`src/rtl/sram_arb_pkg.sv`:
```
// Shared types and constants for the single-port SRAM arbiter.
// Optional performance counters are enabled with SRAM_ARB_PERF_EN.
package sram_arb_pkg;

  typedef enum logic [1:0] {
    GNT_NONE = 2'd0,
    GNT_WR   = 2'd1,
    GNT_RD   = 2'd2
  } grant_e;

  localparam int RSP_DEPTH_MAX = 2;
  localparam int PERF_CNT_W    = 32;

  // Saturating increment: sticks at all-ones instead of wrapping.
  function automatic logic [PERF_CNT_W-1:0] sat_inc(input logic [PERF_CNT_W-1:0] v,
                                                    input logic                  inc);
    return (inc && (v != '1)) ? v + PERF_CNT_W'(1) : v;
  endfunction

endpackage

```
`src/rtl/sram_arb_rsp_fifo.sv`:
```
// Two-entry registered read-response FIFO; head_data comes straight from a flop.
// Credit logic upstream guarantees it never overflows.
module sram_arb_rsp_fifo
  import sram_arb_pkg::*;
#(
  parameter int DATA_W = 64
) (
  input  logic              clk,
  input  logic              flush,
  input  logic              push,
  input  logic [DATA_W-1:0] push_data,
  input  logic              pop,
  output logic [DATA_W-1:0] head_data,
  output logic [1:0]        count
);

  localparam logic [1:0] FULL = 2'(RSP_DEPTH_MAX);

  logic [DATA_W-1:0] head_q, head_d;
  logic [DATA_W-1:0] tail_q, tail_d;
  logic [1:0]        count_q, count_d;
  logic [1:0]        count_after_pop;

  always_comb begin
    // NOTE: every combinational output is given a default first, so no path can infer a latch.
    count_after_pop = count_q - {1'b0, pop};
    head_d          = pop ? tail_q : head_q;
    tail_d          = tail_q;
    count_d         = count_after_pop;
    if (push) begin
      if (count_after_pop == 2'd0) head_d = push_data;
      else                         tail_d = push_data;
      count_d = count_after_pop + 2'd1;
    end
  end

  always_ff @(posedge clk) begin
    // NOTE: sequential state uses non-blocking assignments so every flop updates from pre-edge values.
    if (flush) count_q <= '0;
    else       count_q <= count_d;
  end

  // NOTE: the data slots are deliberately not reset; count_q alone says which of them hold valid data.
  always_ff @(posedge clk) begin
    head_q <= head_d;
    tail_q <= tail_d;
  end

  assign head_data = head_q;
  assign count     = count_q;

  a_no_overflow: assert property (@(posedge clk) disable iff (flush)
    !(push && !pop && (count_q == FULL)));
  a_no_underflow: assert property (@(posedge clk) disable iff (flush)
    !(pop && (count_q == 2'd0)));

endmodule

```
`src/rtl/sram_port_arbiter.sv`:
```
// Round-robin arbiter sharing one single-port SRAM between a write and a read requester.
// Define SRAM_ARB_PERF_EN to add saturating grant/conflict/stall counters.
module sram_port_arbiter
  import sram_arb_pkg::*;
#(
  parameter int ADDR_W    = 9,
  parameter int DATA_W    = 64,
  parameter int RSP_DEPTH = 2
) (
  input  logic              clk,
  input  logic              flush,
  input  logic              clk_en,
  input  logic              wr_req_valid,
  output logic              wr_req_ready,
  input  logic [ADDR_W-1:0] wr_addr,
  input  logic [DATA_W-1:0] wr_data,
  input  logic              rd_req_valid,
  output logic              rd_req_ready,
  input  logic [ADDR_W-1:0] rd_addr,
  output logic [DATA_W-1:0] rd_rsp_data,
  output logic              rd_rsp_valid,
  input  logic              rd_rsp_ready,
  output logic [ADDR_W-1:0] addr_to_mem,
  output logic [DATA_W-1:0] data_to_mem,
  output logic              wen_to_mem,
  output logic              ren_to_mem,
  input  logic [DATA_W-1:0] data_from_mem
`ifdef SRAM_ARB_PERF_EN
  ,
  output logic [PERF_CNT_W-1:0] wr_grant_cnt,
  output logic [PERF_CNT_W-1:0] rd_grant_cnt,
  output logic [PERF_CNT_W-1:0] conflict_cnt,
  output logic [PERF_CNT_W-1:0] rd_stall_cnt
`endif
);

  localparam logic [2:0] RSP_DEPTH_L = 3'(RSP_DEPTH);

  grant_e     last_grant_q, last_grant_d;
  grant_e     grant;
  logic       inflight_q, inflight_d;
  logic [1:0] rsp_count;
  logic [2:0] credits_used;
  logic       rd_eligible;
  logic       active;
  logic       rsp_push;
  logic       rsp_pop;

  assign active       = clk_en & ~flush;
  // A read may only issue if its data is guaranteed a slot in the response FIFO.
  assign credits_used = {1'b0, rsp_count} + {2'b00, inflight_q};
  assign rd_eligible  = rd_req_valid & (credits_used < RSP_DEPTH_L);

  always_comb begin
    grant = GNT_NONE;
    if (active) begin
      if (wr_req_valid && rd_eligible) grant = (last_grant_q == GNT_WR) ? GNT_RD : GNT_WR;
      else if (wr_req_valid)           grant = GNT_WR;
      else if (rd_eligible)            grant = GNT_RD;
    end
  end

  always_comb begin
    wr_req_ready = 1'b0;
    rd_req_ready = 1'b0;
    wen_to_mem   = 1'b0;
    ren_to_mem   = 1'b0;
    addr_to_mem  = '0;
    data_to_mem  = '0;
    case (grant)
      GNT_WR: begin
        wr_req_ready = 1'b1;
        wen_to_mem   = 1'b1;
        addr_to_mem  = wr_addr;
        data_to_mem  = wr_data;
      end
      GNT_RD: begin
        rd_req_ready = 1'b1;
        ren_to_mem   = 1'b1;
        addr_to_mem  = rd_addr;
      end
      default: ;
    endcase
  end

  always_comb begin
    last_grant_d = (grant != GNT_NONE) ? grant : last_grant_q;
    // The SRAM is gated by clk_en too, so a pending read keeps its data until the next enabled edge.
    inflight_d   = clk_en ? (grant == GNT_RD) : inflight_q;
  end

  always_ff @(posedge clk) begin
    if (flush) begin
      last_grant_q <= GNT_RD;
      inflight_q   <= 1'b0;
    end else begin
      last_grant_q <= last_grant_d;
      inflight_q   <= inflight_d;
    end
  end

  assign rsp_push     = inflight_q & clk_en;
  assign rd_rsp_valid = (rsp_count != 2'd0) & clk_en;
  assign rsp_pop      = rd_rsp_valid & rd_rsp_ready;

  sram_arb_rsp_fifo #(
    .DATA_W (DATA_W)
  ) u_rsp_fifo (
    .clk       (clk),
    .flush     (flush),
    .push      (rsp_push),
    .push_data (data_from_mem),
    .pop       (rsp_pop),
    .head_data (rd_rsp_data),
    .count     (rsp_count)
  );

`ifdef SRAM_ARB_PERF_EN
  logic [PERF_CNT_W-1:0] wr_cnt_q, wr_cnt_d;
  logic [PERF_CNT_W-1:0] rd_cnt_q, rd_cnt_d;
  logic [PERF_CNT_W-1:0] conf_cnt_q, conf_cnt_d;
  logic [PERF_CNT_W-1:0] stall_cnt_q, stall_cnt_d;

  always_comb begin
    wr_cnt_d    = sat_inc(wr_cnt_q, grant == GNT_WR);
    rd_cnt_d    = sat_inc(rd_cnt_q, grant == GNT_RD);
    conf_cnt_d  = sat_inc(conf_cnt_q, active & wr_req_valid & rd_eligible);
    stall_cnt_d = sat_inc(stall_cnt_q, active & rd_req_valid & (grant != GNT_RD));
  end

  always_ff @(posedge clk) begin
    if (flush) begin
      wr_cnt_q    <= '0;
      rd_cnt_q    <= '0;
      conf_cnt_q  <= '0;
      stall_cnt_q <= '0;
    end else begin
      wr_cnt_q    <= wr_cnt_d;
      rd_cnt_q    <= rd_cnt_d;
      conf_cnt_q  <= conf_cnt_d;
      stall_cnt_q <= stall_cnt_d;
    end
  end

  assign wr_grant_cnt = wr_cnt_q;
  assign rd_grant_cnt = rd_cnt_q;
  assign conflict_cnt = conf_cnt_q;
  assign rd_stall_cnt = stall_cnt_q;
`endif

endmodule

```
`config.mk`:
```
export PLATFORM = sky130hd
export DESIGN_NAME = sram_port_arbiter
export DESIGN_NICKNAME = d
export VERILOG_FILES = /design/src/rtl/sram_arb_pkg.sv /design/src/rtl/sram_arb_rsp_fifo.sv /design/src/rtl/sram_port_arbiter.sv
export SDC_FILE = /design/constraint.sdc
export NUM_CORES = 1
export LEC_CHECK = 0
export ABC_AREA = 0
export CORE_MARGIN = 2
export CORE_UTILIZATION = 43
export DETAILED_ROUTE_END_ITERATION = 6
export DONT_BUFFER_PORTS = 1
export PLACE_DENSITY = 0.63
export SLEW_MARGIN = 20
export SYNTH_ARGS = -nofsm -noshare
export SYNTH_HDL_FRONTEND = slang
export SYNTH_SLANG_ARGS = --single-unit
```
`constraint.sdc`:
```
create_clock -name clk -period 5.5 [get_ports clk]
set_input_delay 1.1 -clock clk [delete_from_list [all_inputs] [get_ports clk]]
set_output_delay 1.1 -clock clk [all_outputs]
set_load 0.02 [all_outputs]
```
After elaboration in Yosys (flattened, before gate mapping) --
Index checks and enable logic that the tools add are counted.
Operators by class: add/subtract/negate cells 3, multiply operators 0, divide/modulo/power cells 0, $lt $le $gt $ge 1, equal/unequal tests 3, shift operators 0, mux-type cells 13, bitwise logic cells 7, reduce and logical (&&, ||, !) cells 5
Operators with widths (count):
- 2-to-1 mux 64 bit | 4
- case mux 9 bit (2 select lines) | 1
- 2-to-1 mux 2 bit | 6
- bitwise AND 1 bit | 5
- == test 2 x 1 -> 1 bit (second input constant) | 2
- nonzero test 2 bit | 2
- adder 2 x 1 -> 3 bit | 1
- < comparator 3 x 2 -> 1 bit (second input constant) | 1
- adder 2 x 1 -> 2 bit (second input constant) | 1
- == test 2 bit (second input constant) | 1
- zero test 2 bit | 1
- 2-to-1 mux 1 bit | 2
- NOT 1 bit | 2
- AND reduction 2 bit | 1
- subtractor 2 x 1 -> 2 bit | 1
- logical AND 1 bit | 1
Word-level totals: register bits after elaboration 133, bits in latches 0, RAM bits 0, bits in read-only memories 0, input port bits 152, output and inout port bits 142, word-level logic and storage cells 37, memories 0

Logic depth before layout (Yosys ltp) --
word-level depth 9, depth in mapped cells 14, gate-level depth less buffers 8

Hierarchy --
A second synthesis with hierarchy kept.
Unflattened totals: cell total of the unflattened synthesis 473, area total of the unflattened synthesis 5630.4 um^2
By module, submodules not included:
- sram_arb_rsp_fifo | times used 1, cells each 354, area each 4802.1 um^2, seq. area each 3243.1 um^2
- sram_port_arbiter | times used 1, cells each 119, area each 828.3 um^2, seq. area each 60.1 um^2

Least setup slack after synthesis --
No wires, ideal clock.
path kind input to register, start point input port clk_en, end point register u_rsp_fifo.tail_q[0], enable pin, library setup time 0.486 ns, data arrival time 4.921 ns, required time 5.014 ns, setup slack 0.092 ns, stages 9, buffers on the path 3, cell sequence buf_4 -> o211ai_2 -> buf_6 -> buf_8 -> inv_1 -> ha_1 -> xnor2_1 -> ha_1 -> nor2_1
Between the ends: word-level cells in the longest chain between the ends 6, elaborated cells on any way between the ends 7, classes of those cells add/sub (1); bitwise (4); reduce/logical (2)
RTL lines:
- from (decl) | line sram_port_arbiter.sv:12 | input logic clk_en,
- bitwise AND 1 bit | line sram_port_arbiter.sv:103 | assign rd_rsp_valid = (rsp_count != 2'd0) & clk_en;
- bitwise AND 1 bit | line sram_port_arbiter.sv:104 | assign rsp_pop = rd_rsp_valid & rd_rsp_ready;
- subtractor 2 x 1 -> 2 bit | line sram_arb_rsp_fifo.sv:26 | count_after_pop = count_q - {1'b0, pop};
- zero test 2 bit | line sram_arb_rsp_fifo.sv:31 | if (count_after_pop == 2'd0) head_d = push_data;
- NOT 1 bit (no source line)
- AND reduction 2 bit (no source line) (*)
- to (signal assigned) | line sram_arb_rsp_fifo.sv:46 | tail_q <= tail_d;
- to (decl) | line sram_arb_rsp_fifo.sv:20 | logic [DATA_W-1:0] tail_q, tail_d;
Mark *: on every way between the ends. The rest lies on a longest branch, timed or not. A chain may end at the register's enable or synchronous reset.

Worst setup path after layout --
start point input port rd_req_valid, end point output port addr_to_mem[0]
Between the ends: word-level cells in the longest chain between the ends 7, elaborated cells on any way between the ends 9, classes of those cells eq/ne (2); mux (5); bitwise (1); reduce/logical (1)
RTL lines:
- from (decl) | line sram_port_arbiter.sv:17 | input logic rd_req_valid,
- bitwise AND 1 bit (*) | line sram_port_arbiter.sv:52 | assign rd_eligible = rd_req_valid & (credits_used < RSP_DEPTH_L);
- 2-to-1 mux 2 bit | line sram_port_arbiter.sv:59 | else if (rd_eligible) grant = GNT_RD;
- 2-to-1 mux 2 bit | line sram_port_arbiter.sv:58 | else if (wr_req_valid) grant = GNT_WR;
- 2-to-1 mux 2 bit (*) | line sram_port_arbiter.sv:57 | if (wr_req_valid && rd_eligible) grant = (last_grant_q == GNT_WR) ? GNT_RD : GNT_WR;
- 2-to-1 mux 2 bit (*) | line sram_port_arbiter.sv:56 | if (active) begin
- == test 2 bit or == test 2 x 1 -> 1 bit (tied branches) | line sram_port_arbiter.sv:70 | case (grant)
- case mux 9 bit (2 select lines) (*) | line sram_port_arbiter.sv:70
- to (decl) | line sram_port_arbiter.sv:23 | output logic [ADDR_W-1:0] addr_to_mem,
Marked as above.

==> summary.txt <==
Run status
  • Status: finished, final reports clean

Place
  • Placed Cells incl. Taps: 618
  • Number of I/O port buffers: 0
  • Post-DP HPWL: 11,300 um
  • GP Congestion: 1.08

Die
  • FP Rows: 41
  • Die area: 13,800 sq um
  • Total core area: 12,600 sq um
  • I/O Pins: 294
  • Die width: 117 um
  • Die height: 117 um
  • Starting Density: 43.9%

Worst setup path
  • Max incr delay on CP: 0.67 ns
  • WP data required: 4.40 ns
  • Crit-path cells: nand2b_1, o31ai_1, or3b_1, ha_1, a22oi_1, nor2b_1
  • Crit-path max FO: 11
  • Crit path DAT: 3.13 ns
  • Setup CP Type: in -> out
  • Slowest cell on the critical path: ha_1
  • Crit path launch type: primary input
  • Buffer and inverter count on the worst path: 0
  • CP top delay family: simple AND/OR/NAND/NOR gates
  • Crit. End Element: output pin

STA
  • RSZ-0062 raised after global routing: false
  • Tcrit/Tclk final: 76.9%
  • Max Slew Vio Count: 0
  • Final setup TNS: 0 ns
  • Final hold vios: 0
  • Final Critical Period: 4.23 ns
  • Setup-failing EPs final: 0
  • Relative slew slack: 33.7%
  • Worst slew pin tran: 0.994 ns
  • Fmax: 236 MHz
  • Clock Skew: 0.0129 ns

Synthesis
  • Syn. warnings: 0
  • #FFs+latches synth: 133
  • Unique masters post-synth: 32
  • Syn_nets: 633
  • Mean Syn Cell Area: 11.7 sq um
  • Mapped Cells: 475
  • Register area share after synthesis: 59.7%
  • Post-synth design cell area: 5540 sq um

Global route
  • Total congestion overflow: 0
  • Vias in the first global route: 3,372
  • Total track usage: 21.7%
  • Largest net degree at the start of global routing: 104
  • First-pass GRT wire length: 21,700 um
  • Initial antenna violation count: 11

Final layout
  • Area grow syn2layout: 11.5%
  • Share of cells above drive strength 1: 7.95%
  • Non-Filler Instances: 656
  • Storage cell area: 3300 sq um
  • Filler cells: 1,137
  • Nets: 623
  • Footprint of the multi-input gates: 2000 sq um

Clock tree
  • Hold buffers post-CTS: 0
  • Clock-pin slew on the worst setup and hold paths: 0.05 ns
  • Resized Gates After CTS: 0
  • Post-CTS Setup Bufs: 0
  • CTS tree: built
  • Worst-case clock buffer depth: 2
  • Clk_lat worst skew: 0.42 ns
  • Num CTS Buffers: 17
  • Clock root buffer: clkbuf_16
  • H-tree Lvls: 4
  • CTS sink cnt: 133

Route
  • DRC viols: 0
  • Vias per cell: 5.34
  • DRT iter0 DRCs: 341
  • DR vias: 3,503
  • Final wirelength: 15,100 um
  • DR pass1 iterations: 6
  • Post-route ant nets: 0
  • Avg WL per Cell: 23.0 um

Power and ir drop
  • Psw: 0.936 mW
  • Flop pwr share: 54.7%
  • Comb power frac: 8.6%
  • Switching Fraction: 31.0%
  • Total internal power: 2.09 mW
  • Clock network fraction of design power: 36.7%
  • Power Dens Cells: 490 nW/um^2
  • Leakage power: 2.55 nW
  • Peak supply drop: 305 uV

Run
  • MaxCap Viol Count: 0

Min path
  • HP Class: reg -> reg
==> synth_stat cells <==
library cell  count  area, sq um
and3b_1           1         8.76
and3_1            1         6.26
o21ai_1          49          245
nor3b_1           1         7.51
buf_2             6         30.0
o22ai_1           1         6.26
o21ai_0          15         75.1
mux2i_1          65          651
nand2_1          66          248
edfxtp_1         64         1920
nand3b_1          1         7.51
nand2b_1          3         18.8
o31ai_1           1         7.51
a22oi_1           9         67.6
and2_1           65          407
buf_1             1         3.75
buf_4             5         37.5
o211ai_2          1         12.5
nor2b_1          10         62.6
o21a_1            1         7.51
nor2_1            4         15.0
inv_1             2         7.51
or3b_1            1         8.76
a221o_1           1         10.0
buf_8             5         75.1
clkbuf_1          9         33.8
dfxtp_1          69         1380
clkbuf_2          4         20.0
a211oi_1          2         15.0
ha_1              6         75.1
xnor2_1           2         17.5
buf_6             4         45.0
==> layer usage <==
metal | up-vias | part of all wire, % | global-route usage, %
li1 | 1636 | - | -
met1 | 1636 | 37 | 23.5
met2 | 199 | 45 | 32.2
met3 | 32 | 15 | 15.4
met4 | 0 | 3.5 | 9.94
met5 | - | 0 | 0
==> registers in the layout (all words and copies together) (netlist names) <==
signal / count
inflight_q: 1
u_rsp_fifo.head_data: 64
last_grant_q: 2
u_rsp_fifo.tail_q: 64
u_rsp_fifo.count: 2
==> cell families (layout without fill, tap and decap cells) <==
logic type | after synthesis | in the layout | synth area share [%]
compound gates | 80 | 80 | 8.07
xor+xnor | 2 | 2 | 0.317
fa+ha+maj | 6 | 6 | 1.36
buf+inv | 36 | 39 | 4.57
flops | 133 | 133 | 59.7
mux | 65 | 65 | 11.8
other cells | 0 | 6 | 0
simple gates | 153 | 153 | 14.3
==> power by group through the flow <==
| stage | Combinational [mW] | Clock, mW | Sequential [mW] |
|---|---|---|---|
| 2_1_floorplan | 0.228 | 0 | 1.61 |
| 3_3_place_gp | 0.244 | 0 | 1.67 |
| 3_5_place_dp | 0.262 | 0 | 1.68 |
| 4_1_cts | 0.261 | 1.14 | 1.66 |
| 5_1_grt | 0.299 | 1.18 | 1.68 |
| 6_report | 0.261 | 1.11 | 1.65 |
==> placed cells by master, fill, tap and decap left out, types with 2 or more instances in the layout <==
master,netlist,routed
a211oi_1,2,2
clkbuf_8,0,4
clkbuf_16,0,17
nand2_1,66,66
o21ai_1,49,49
o21ai_0,15,15
mux2i_1,65,65
clkinvlp_4,0,2
a22oi_1,9,9
clkbuf_1,9,3
inv_1,2,2
buf_4,5,5
and2_1,65,65
nand2b_1,3,3
edfxtp_1,64,64
nor2b_1,10,10
clkinv_2,0,3
nor2_1,4,3
bufinv_16,0,2
xnor2_1,2,2
diode_2,0,6
dfxtp_1,69,69
ha_1,6,5
==> worst paths after layout <==
check / from / to / slack, ns / cells past startpoint
worst max register to register: u_rsp_fifo.count[0]$_SDFF_PP0_ / u_rsp_fifo.tail_q[12]$_DFFE_PP_ / 1.98 / 7
worst min-delay path: last_grant_q[1]$_SDFFE_PP1P_ / last_grant_q[1]$_SDFFE_PP1P_ / 0.48 / 1
worst min register to register: last_grant_q[1]$_SDFFE_PP1P_ / last_grant_q[1]$_SDFFE_PP1P_ / 0.48 / 1
worst max-delay path: rd_req_valid / addr_to_mem[0] / 1.27 / 6
==> cell type report <==
cell class	count	share of cell area [%]
clock buffers	24	7.97
repair buffers	5	0.608
multi-input cells	306	32.5
well taps	172	3.49
clock inverters	8	1.60
flip-flops and latches	133	53.5
inverters	2	0.122
diodes	6	0.243
==> through the flow <==
step | area (sq um) | hold slack [ns] | power [mW] | worst slack, ns | utilization [%]
CTS | 6160 | 0.485 | 3.06 | 1.30 | 48.8
detailed placement | 5570 | 0.468 | 1.94 | 1.32 | 44.1
global placement | 5570 | 0.472 | 1.92 | 1.40 | 44.1
global route | 6170 | 0.524 | 3.16 | 1.18 | 48.9
floorplan | 5540 | 0.448 | 1.84 | 0.0923 | -
finish | 6170 | 0.482 | 3.02 | 1.27 | 48.9
Power figures use the tool's default switching activity.
